<file path="config.mk">
export PLATFORM = sky130hd
export DESIGN_NAME = acc_bias_gen_flat
export DESIGN_NICKNAME = d
export VERILOG_FILES = /design/src/rtl/acc_bias_gen_if.sv /design/src/rtl/acc_bias_gen.sv /design/src/flat_wrapper.sv
export SDC_FILE = /design/constraint.sdc
export NUM_CORES = 1
export LEC_CHECK = 0
export BUFFER_PORTS_ARGS = -buffer_cell sky130_fd_sc_hd__clkbuf_2
export CAP_MARGIN = 20
export CORE_ASPECT_RATIO = 0.75
export CORE_UTILIZATION = 58
export CTS_CLUSTER_DIAMETER = 80
export DETAILED_ROUTE_END_ITERATION = 16
export GPL_TIMING_DRIVEN = 0
export PLACE_DENSITY = 0.81
export SYNTH_ARGS = -nofsm -noshare
export SYNTH_HDL_FRONTEND = slang
export SYNTH_SLANG_ARGS = --single-unit
</file>
<file path="constraint.sdc">
create_clock -name clk -period 6 [get_ports clk]
set_clock_uncertainty 0.1 [all_clocks]
set_input_delay 1.2 -clock clk [delete_from_list [all_inputs] [get_ports clk]]
set_output_delay 1.2 -clock clk [all_outputs]
set_load 0.1 [all_outputs]
</file>
<file path="src/rtl/acc_bias_gen_if.sv">
// Handshake and data bundle for acc_bias_gen: bias load, start/length, psum stream and result.
// The unit connects through the slave modport; whoever drives it uses the master modport.
interface acc_bias_gen_if #(
  parameter int PSUM_BW = 16,
  parameter int BIAS_BW = 16,
  parameter int AB_BW   = 21,
  parameter int LEN_BW  = 5
);
  logic                      i_bias_we;
  logic signed [BIAS_BW-1:0] i_bias0;
  logic signed [BIAS_BW-1:0] i_bias1;
  logic signed [BIAS_BW-1:0] i_bias2;
  logic                      i_start;
  logic [LEN_BW-1:0]         i_acc_len;
  logic                      i_psum_valid;
  logic                      o_psum_ready;
  logic signed [PSUM_BW-1:0] i_psum0;
  logic signed [PSUM_BW-1:0] i_psum1;
  logic signed [PSUM_BW-1:0] i_psum2;
  logic signed [AB_BW-1:0]   o_acc_bias0;
  logic signed [AB_BW-1:0]   o_acc_bias1;
  logic signed [AB_BW-1:0]   o_acc_bias2;
  logic                      o_valid;
  logic                      i_ready;
  logic                      o_bound_en;

  modport slave (
    input  i_bias_we, i_bias0, i_bias1, i_bias2, i_start, i_acc_len,
    input  i_psum_valid, i_psum0, i_psum1, i_psum2, i_ready,
    output o_psum_ready, o_acc_bias0, o_acc_bias1, o_acc_bias2, o_valid, o_bound_en
  );

  modport master (
    output i_bias_we, i_bias0, i_bias1, i_bias2, i_start, i_acc_len,
    output i_psum_valid, i_psum0, i_psum1, i_psum2, i_ready,
    input  o_psum_ready, o_acc_bias0, o_acc_bias1, o_acc_bias2, o_valid, o_bound_en
  );
endinterface

</file>
<file path="src/rtl/acc_bias_gen.sv">
// Three-lane accumulator: seeds each lane with its bias, adds a programmable number of psum beats
// with per-beat saturation, then holds the result behind a valid/ready handshake.
module acc_bias_gen #(
  parameter int PSUM_BW = 16,
  parameter int BIAS_BW = 16,
  parameter int AB_BW   = 21,
  parameter int LEN_BW  = 5
) (
  input logic           clk,
  input logic           rst,
  acc_bias_gen_if.slave bus
);

  typedef enum logic [1:0] {IDLE, ACC, HOLD} state_t;

  state_t                  state;
  state_t                  next_state;
  logic signed [AB_BW-1:0] bias_q   [3];
  logic signed [AB_BW-1:0] acc_q    [3];
  logic signed [AB_BW-1:0] out_q    [3];
  logic signed [AB_BW-1:0] bias_in  [3];
  logic signed [AB_BW-1:0] sum      [3];
  logic signed [PSUM_BW-1:0] psum_in[3];
  logic [LEN_BW-1:0]       cnt_q;
  logic                    valid_q;
  logic                    bound_en_q;
  logic                    psum_ready;
  logic                    accept;
  logic                    start_ok;

  // Add one extra bit of headroom, then clamp if the sign and the bit below it disagree.
  function automatic logic signed [AB_BW-1:0] sat_add(
    input logic signed [AB_BW-1:0]   a,
    input logic signed [PSUM_BW-1:0] p
  );
    logic signed [AB_BW:0] s;
    s = (AB_BW+1)'(a) + (AB_BW+1)'(p);
    if (s[AB_BW] != s[AB_BW-1])
      sat_add = s[AB_BW] ? {1'b1, {(AB_BW-1){1'b0}}} : {1'b0, {(AB_BW-1){1'b1}}};
    else
      sat_add = s[AB_BW-1:0];
  endfunction

  always_comb begin
    bias_in[0] = AB_BW'(bus.i_bias0);
    bias_in[1] = AB_BW'(bus.i_bias1);
    bias_in[2] = AB_BW'(bus.i_bias2);
    psum_in[0] = bus.i_psum0;
    psum_in[1] = bus.i_psum1;
    psum_in[2] = bus.i_psum2;
    for (int l = 0; l < 3; l++) sum[l] = sat_add(acc_q[l], psum_in[l]);
  end

  assign start_ok = bus.i_start && (bus.i_acc_len != '0);

  always_ff @(posedge clk) begin
    if (rst) state <= IDLE;
    else     state <= next_state;
  end

  always_comb begin
    next_state = state;
    psum_ready = 1'b0;
    accept     = 1'b0;
    case (state)
      IDLE: if (start_ok) next_state = ACC;
      ACC: begin
        psum_ready = 1'b1;
        accept     = bus.i_psum_valid;
        if (accept && cnt_q == LEN_BW'(1)) next_state = HOLD;
      end
      HOLD:    if (bus.i_ready) next_state = IDLE;
      default: next_state = IDLE;
    endcase
  end

  // A bias written in the same cycle as start is used directly as the seed.
  always_ff @(posedge clk) begin
    if (rst) begin
      for (int l = 0; l < 3; l++) begin
        bias_q[l] <= '0;
        acc_q[l]  <= '0;
        out_q[l]  <= '0;
      end
      cnt_q      <= '0;
      valid_q    <= 1'b0;
      bound_en_q <= 1'b0;
    end else begin
      bound_en_q <= 1'b0;
      case (state)
        IDLE: begin
          if (bus.i_bias_we)
            for (int l = 0; l < 3; l++) bias_q[l] <= bias_in[l];
          if (start_ok) begin
            for (int l = 0; l < 3; l++) acc_q[l] <= bus.i_bias_we ? bias_in[l] : bias_q[l];
            cnt_q <= bus.i_acc_len;
          end
        end
        ACC: begin
          if (accept) begin
            for (int l = 0; l < 3; l++) acc_q[l] <= sum[l];
            cnt_q <= cnt_q - LEN_BW'(1);
            if (cnt_q == LEN_BW'(1)) begin
              for (int l = 0; l < 3; l++) out_q[l] <= sum[l];
              valid_q    <= 1'b1;
              bound_en_q <= 1'b1;
            end
          end
        end
        HOLD: if (bus.i_ready) valid_q <= 1'b0;
        default: ;
      endcase
    end
  end

  assign bus.o_psum_ready = psum_ready;
  assign bus.o_acc_bias0  = out_q[0];
  assign bus.o_acc_bias1  = out_q[1];
  assign bus.o_acc_bias2  = out_q[2];
  assign bus.o_valid      = valid_q;
  assign bus.o_bound_en   = bound_en_q;

endmodule

</file>
<file path="src/flat_wrapper.sv">
// flat-port wrapper written by rule: the top's interface ports become plain ports
module acc_bias_gen_flat 
#(
  parameter int PSUM_BW = 16,
  parameter int BIAS_BW = 16,
  parameter int AB_BW   = 21,
  parameter int LEN_BW  = 5
)
  (clk, rst, bus_i_bias_we, bus_i_bias0, bus_i_bias1, bus_i_bias2, bus_i_start, bus_i_acc_len, bus_i_psum_valid, bus_i_psum0, bus_i_psum1, bus_i_psum2, bus_i_ready, bus_o_psum_ready, bus_o_acc_bias0, bus_o_acc_bias1, bus_o_acc_bias2, bus_o_valid, bus_o_bound_en);
  acc_bias_gen_if #(.PSUM_BW(PSUM_BW), .BIAS_BW(BIAS_BW), .AB_BW(AB_BW), .LEN_BW(LEN_BW)) bus_i ();
  input logic clk;
  input logic rst;
  input wire logic [$bits(bus_i.i_bias_we)-1:0] bus_i_bias_we;
  input wire logic [$bits(bus_i.i_bias0)-1:0] bus_i_bias0;
  input wire logic [$bits(bus_i.i_bias1)-1:0] bus_i_bias1;
  input wire logic [$bits(bus_i.i_bias2)-1:0] bus_i_bias2;
  input wire logic [$bits(bus_i.i_start)-1:0] bus_i_start;
  input wire logic [$bits(bus_i.i_acc_len)-1:0] bus_i_acc_len;
  input wire logic [$bits(bus_i.i_psum_valid)-1:0] bus_i_psum_valid;
  input wire logic [$bits(bus_i.i_psum0)-1:0] bus_i_psum0;
  input wire logic [$bits(bus_i.i_psum1)-1:0] bus_i_psum1;
  input wire logic [$bits(bus_i.i_psum2)-1:0] bus_i_psum2;
  input wire logic [$bits(bus_i.i_ready)-1:0] bus_i_ready;
  output wire logic [$bits(bus_i.o_psum_ready)-1:0] bus_o_psum_ready;
  output wire logic [$bits(bus_i.o_acc_bias0)-1:0] bus_o_acc_bias0;
  output wire logic [$bits(bus_i.o_acc_bias1)-1:0] bus_o_acc_bias1;
  output wire logic [$bits(bus_i.o_acc_bias2)-1:0] bus_o_acc_bias2;
  output wire logic [$bits(bus_i.o_valid)-1:0] bus_o_valid;
  output wire logic [$bits(bus_i.o_bound_en)-1:0] bus_o_bound_en;
  assign bus_i.i_bias_we = bus_i_bias_we;
  assign bus_i.i_bias0 = bus_i_bias0;
  assign bus_i.i_bias1 = bus_i_bias1;
  assign bus_i.i_bias2 = bus_i_bias2;
  assign bus_i.i_start = bus_i_start;
  assign bus_i.i_acc_len = bus_i_acc_len;
  assign bus_i.i_psum_valid = bus_i_psum_valid;
  assign bus_i.i_psum0 = bus_i_psum0;
  assign bus_i.i_psum1 = bus_i_psum1;
  assign bus_i.i_psum2 = bus_i_psum2;
  assign bus_i.i_ready = bus_i_ready;
  assign bus_o_psum_ready = bus_i.o_psum_ready;
  assign bus_o_acc_bias0 = bus_i.o_acc_bias0;
  assign bus_o_acc_bias1 = bus_i.o_acc_bias1;
  assign bus_o_acc_bias2 = bus_i.o_acc_bias2;
  assign bus_o_valid = bus_i.o_valid;
  assign bus_o_bound_en = bus_i.o_bound_en;
  acc_bias_gen #(.PSUM_BW(PSUM_BW), .BIAS_BW(BIAS_BW), .AB_BW(AB_BW), .LEN_BW(LEN_BW)) u_core (.clk(clk), .rst(rst), .bus(bus_i));
endmodule
</file>
# [Yosys cells after proc, flatten, opt, wreduce, memory -nomap -nowiden]
# Memory sizes are Yosys's and may differ from the RTL's.
# Cells that the tools add are included.
[classes] n_mux=53 n_eq_ne=11 n_reduce_logical=9 bitwise=12 add_sub_neg=4
[ops] cell="$mux 21" n=21
[ops] cell="$add 21x16->22" n=3
[ops] cell="$mux 1" n=24
[ops] cell="$or 1x1->1" n=12
[ops] cell="$mux 5" n=2
[ops] cell="$pmux 5 s2" n=1
[ops] cell="$ne 2x1->1 const B" n=4
[ops] cell="$mux 2" n=3
[ops] cell="$pmux 2 s3" n=1
[ops] cell="$reduce_and 3->1" n=2
[ops] cell="$eq 5x1->1 const B" n=1
[ops] cell="$reduce_bool 5->1" n=1
[ops] cell="$sub 5x1->5 const B" n=1
[ops] cell="$reduce_and 4->1" n=1
[ops] cell="$reduce_bool 2->1" n=2
[ops] cell="$ne 1x1->1" n=3
[ops] cell="$eq 2x1->1 const B" n=1
[ops] cell="$eq 2x2->1 const B" n=1
[ops] cell="$logic_and 1x1->1" n=2
[ops] cell="$logic_not 2->1" n=1
[ops] cell="$ne 2x2->1 const B" n=1
[ops] cell="$pmux 1 s2" n=1
[totals] out_inout_bits=66 mem_count=3 wordCells=96 register_bits=9 in_bits=107 mem_bits_rw=189
[mem_list] memory="u_core.acc_q" depth=3 width=21 rd=3 rd_ports_with_merged_regs=0 write_ports=3 line="acc_bias_gen.sv:19" text="logic signed [AB_BW-1:0] acc_q [3];"
[mem_list] memory="u_core.bias_q" depth=3 width=21 rd=3 rd_ports_with_merged_regs=0 write_ports=3 line="acc_bias_gen.sv:18" text="logic signed [AB_BW-1:0] bias_q [3];"
[mem_list] memory="u_core.out_q" depth=3 width=21 rd=3 rd_ports_with_merged_regs=0 write_ports=3 line="acc_bias_gen.sv:20" text="logic signed [AB_BW-1:0] out_q [3];"

# [Longest topological paths before layout]
[depth] depth_word=8 ltp_mapped=12 depth_no_buf=11

# [Worst setup path before layout]
# Ideal clock, no wire load.
[synth_timing] path_kind="input to register" start="input port bus_i_psum_valid" end="memory u_core.out_q[0][0] (enable)" path_buffers=0 setup_ns=0.497 t_required_ns=5.403 setup_slack_ns=1.176 path_stages=2 arrival_time_ns=4.227 cell_sequence="nand2_1 > o21bai_1"
[synth_lines] item="start, declared" line="flat_wrapper.sv:19" text="input wire logic [$bits(bus_i.i_psum_valid)-1:0] bus_i_psum_valid;"
[synth_lines] item="end, declared" line="acc_bias_gen.sv:20"

==> metrics.json <==
{
  "grt": {
    "grt_start_max_net_pins": 64,
    "grt_pass1_vias": 8432,
    "globalRouteOverflowTotal": 0,
    "grt_pass1_wl_um": 45200,
    "grt_antenna_before_repair": 1,
    "grt_usage_pct": 30.1
  },
  "clocking": {
    "clk_tree_root_cell": "sky130_fd_sc_hd__clkbuf_16",
    "numClockSinks": 183,
    "cts_hold_buf": 0,
    "post_cts_buffers": 0,
    "numCtsBuffers": 17,
    "tritoncts_clock_tree": "yes",
    "post_cts_gate_resize_count": 0,
    "clock_latency_ns": 0.45,
    "maximum_clock_path_buffer_count": 2,
    "cts-htree-levels": 4,
    "cts.clk_slew.worst_paths_ns": 0.07
  },
  "route": {
    "initialDrtViolationCount": 1049,
    "avgViaCountPerCell": 6.18,
    "drt_pre_antenna_iters": 7,
    "wl_per_cell_um": 19.4,
    "number_of_nets_still_failing_antenna_checks_after_routing": 0,
    "vias": 9231,
    "drt_wl_total_um": 29000,
    "drt_drc_violations_left": 0
  },
  "floorplanning": {
    "die_area_um2": 19900,
    "io_pins": 173,
    "floorplan.core_area_um2": 18700,
    "dieWidth_um": 163,
    "die_height_um": 122,
    "floorplan.initialDensity_pct": 59.9,
    "core.rowCount": 43
  },
  "timing": {
    "finalHoldViolCount": 0,
    "rsz0062_at_grt": "false",
    "timing_worst_slew_pin_value_ns": 1.01,
    "maxClockFrequency_ghz": 0.257,
    "slew_headroom_pct": 32.7,
    "hold_ws_ns": 0.378,
    "min_period_over_period_pct": 64.8,
    "final-max-slew-violation-count": 0,
    "timing.final.setup_violations": 0,
    "period_needed_ns": 3.89
  },
  "status": {
    "outcome": "finished, final reports clean"
  },
  "critical_path": {
    "crit_required_ns": 6.06,
    "worstPathArrival_ns": 3.95,
    "startpoint_type": "input pin",
    "cp-end-kind": "flop",
    "worstPathMaxFanout": 10,
    "path_class": "input pin to flop"
  },
  "final_layout": {
    "area.growth.synth_to_final_pct": 16.6,
    "seq_area_um2": 5410,
    "layout.nets": 1409,
    "final_layout_size_suffix_gt1_share_pct": 22.2,
    "final.fill_count": 1437,
    "multi_input_area_um2": 5530,
    "antenna_cells_inserted": 0
  },
  "placed_design": {
    "dpl_wire_length_um": 21200,
    "gp_routability_congestion": 0.961,
    "port_buffers": 172
  },
  "yosys": {
    "async_flop_share_pct": 0,
    "yosys.cell_types.count": 83,
    "synth_fp_nets": 1215,
    "postSynthCellCount": 1040,
    "seq_area_frac_synth_pct": 48.2,
    "post_synth_edffs": 174,
    "yosys_most_used_dff": "sky130_fd_sc_hd__edfxtp_1",
    "syn_avg_cell_area_um2": 10.8,
    "register_bit_total_from_synthesis": 183,
    "ys_warn_count": 0,
    "syn_area_um2": 11200
  },
  "power_and_ir_drop": {
    "ir_drop_mv": 0.224,
    "pwr_density_cell_nw_per_um2": 306,
    "post-layout-total-power_w": 0.00401,
    "power_leakage_nw": 5.59
  },
  "worst_hold_path": {
    "min_path_type": "flop to flop"
  },
  "run": {
    "cap_violations": 0
  }
}
-- where the power goes --
group,switching [W],leakage [nW],internal [W]
clock network,0.000528,0.287,0.000624
registers,0.0000389,1.93,0.00152
logic,0.000854,3.37,0.000437
total,0.00142,5.59,0.00259
-- per-stage QoR --
stage          cell area (um2)  TNS (ns)  util (%)  setup WS, ns  instances
2_1_floorplan            11200         0         -          1.18       1040
3_3_place_gp             12400    -41.80      66.1        -0.671       1459
3_5_place_dp             12500         0      66.7          1.72       1462
4_1_cts                  13100         0      69.9          2.17       1494
5_1_grt                  13100         0      69.9          1.94       1494
6_report                 13100         0      69.9          2.11       1494
-- cell usage after synthesis (all sizes together), types with 4 or more instances --
| library cell | instances | area share [%] |
|---|---|---|
| inv | 29 | 0.97 |
| o21ai | 83 | 3.7 |
| buf | 18 | 1.0 |
| nor3 | 13 | 0.58 |
| and2 | 56 | 3.1 |
| o21a | 6 | 0.40 |
| a211oi | 20 | 1.4 |
| nand2b | 18 | 1.0 |
| o221ai | 13 | 1.6 |
| edfxtp | 174 | 47 |
| clkbuf | 21 | 0.70 |
| nand2 | 50 | 2.0 |
| nor2 | 122 | 4.2 |
| a21oi | 61 | 3.0 |
| nand3 | 15 | 0.76 |
| mux2i | 51 | 4.6 |
| xnor2 | 25 | 2.0 |
| nor2b | 7 | 0.39 |
| a21o | 16 | 1.1 |
| a31o | 4 | 0.31 |
| o211ai | 8 | 0.58 |
| a21boi | 4 | 0.27 |
| o21bai | 5 | 0.33 |
| and3 | 6 | 0.38 |
| a31oi | 9 | 0.56 |
| nand3b | 5 | 0.33 |
| xor2 | 18 | 1.4 |
| o22ai | 34 | 1.9 |
| o2111ai | 4 | 0.37 |
| nor4 | 4 | 0.22 |
| o311ai | 4 | 0.38 |
| or3 | 9 | 0.55 |
| maj3 | 6 | 0.56 |
| or2 | 9 | 0.50 |
| dfxtp | 9 | 1.6 |
| ha | 65 | 7.3 |
-- worst max-delay path, cell delays in order --
cell and delay (ns):
sky130_fd_sc_hd__clkbuf_2 0.09, sky130_fd_sc_hd__ha_1 0.30, sky130_fd_sc_hd__a211oi_1 0.35, sky130_fd_sc_hd__o21bai_1 0.18, sky130_fd_sc_hd__o21ai_1 0.25, sky130_fd_sc_hd__nand3b_1 0.24
sky130_fd_sc_hd__a31oi_2 0.39, sky130_fd_sc_hd__nand3_2 0.29, sky130_fd_sc_hd__nand2_2 0.22, sky130_fd_sc_hd__buf_2 0.30, sky130_fd_sc_hd__o22ai_1 0.14
-- cells by family (layout without fill, tap and decap cells) --
family	after synthesis	after routing	synth area share (%)
muxes	51	51	4.55
xor gates and xnor gates	43	43	3.43
buffers and inverters	68	275	2.70
adders and majority gates	74	74	8.35
DFF	183	183	48.2
and+or+nand+nor	325	325	14.8
AOI/OAI and AO/OA	296	296	18.0
-- cell usage in the layout, fill, tap and decap left out, types with 4 or more instances in the layout --
cell	n
sky130_fd_sc_hd__mux2i_1	51
sky130_fd_sc_hd__a21boi_0	4
sky130_fd_sc_hd__o21a_1	6
sky130_fd_sc_hd__o21ai_1	19
sky130_fd_sc_hd__nor2b_1	7
sky130_fd_sc_hd__nand3b_1	5
sky130_fd_sc_hd__nor3_1	13
sky130_fd_sc_hd__o221ai_2	10
sky130_fd_sc_hd__nand2b_1	18
sky130_fd_sc_hd__a21oi_1	57
sky130_fd_sc_hd__a31o_2	4
sky130_fd_sc_hd__inv_1	29
sky130_fd_sc_hd__nor2_1	121
sky130_fd_sc_hd__xnor2_1	24
sky130_fd_sc_hd__a21o_1	16
sky130_fd_sc_hd__nand3_1	13
sky130_fd_sc_hd__and3_1	5
sky130_fd_sc_hd__clkbuf_2	172
sky130_fd_sc_hd__nand2_1	43
sky130_fd_sc_hd__or3_1	8
sky130_fd_sc_hd__buf_2	11
sky130_fd_sc_hd__or2_2	7
sky130_fd_sc_hd__and2_1	55
sky130_fd_sc_hd__a211oi_1	18
sky130_fd_sc_hd__o21ai_0	64
sky130_fd_sc_hd__a31oi_1	8
sky130_fd_sc_hd__clkbuf_1	21
sky130_fd_sc_hd__maj3_1	4
sky130_fd_sc_hd__nor4_1	4
sky130_fd_sc_hd__clkinv_4	5
sky130_fd_sc_hd__o211ai_1	7
sky130_fd_sc_hd__xor2_1	18
sky130_fd_sc_hd__ha_1	65
sky130_fd_sc_hd__o22ai_1	34
sky130_fd_sc_hd__buf_6	4
sky130_fd_sc_hd__clkbuf_16	17
sky130_fd_sc_hd__nand2_2	4
sky130_fd_sc_hd__edfxtp_1	174
sky130_fd_sc_hd__dfxtp_1	9
-- worst paths after layout --
| check | start | to | slack [ns] | cells after the start |
|---|---|---|---|---|
| worst min register to register | u_core.bus.o_valid | u_core.bus.o_valid | 0.38 | 2 |
| worst max-delay path | bus_i_psum2[1] | u_core.acc_q[0][50] | 2.11 | 11 |
| worst min-delay path | u_core.bus.o_valid | u_core.bus.o_valid | 0.38 | 2 |
| worst max register to register | u_core.acc_q[0][43] | u_core.acc_q[0][50] | 2.56 | 10 |
-- cell type report --
| cell class | count | share of cell area (%) |
|---|---|---|
| inverter | 29 | 0.832 |
| sequential | 183 | 41.3 |
| clock buffer | 17 | 3.25 |
| timing repair buffer | 175 | 7.16 |
| tap | 247 | 2.36 |
| buffer | 39 | 1.48 |
| multi-input combinational | 789 | 42.3 |
| clock inverter | 15 | 1.30 |
-- routing by layer --
metal	GRT usage (%)	wire, um	vias to the layer above
met1	44.6	12900	4354
met5	0	0	-
met2	44.5	12700	505
li1	-	-	4322
met3	5.91	2650	50
met4	9.00	670	0
-- registers in the layout, summed over array words and instances (netlist names) --
signal	cells
u_core.out_q	63
u_core.state	2
u_core.bus.o_bound_en	1
u_core.bus.o_valid	1
u_core.cnt_q	5
u_core.bias_q	48
u_core.acc_q	63
Power figures use the tool's default switching activity.
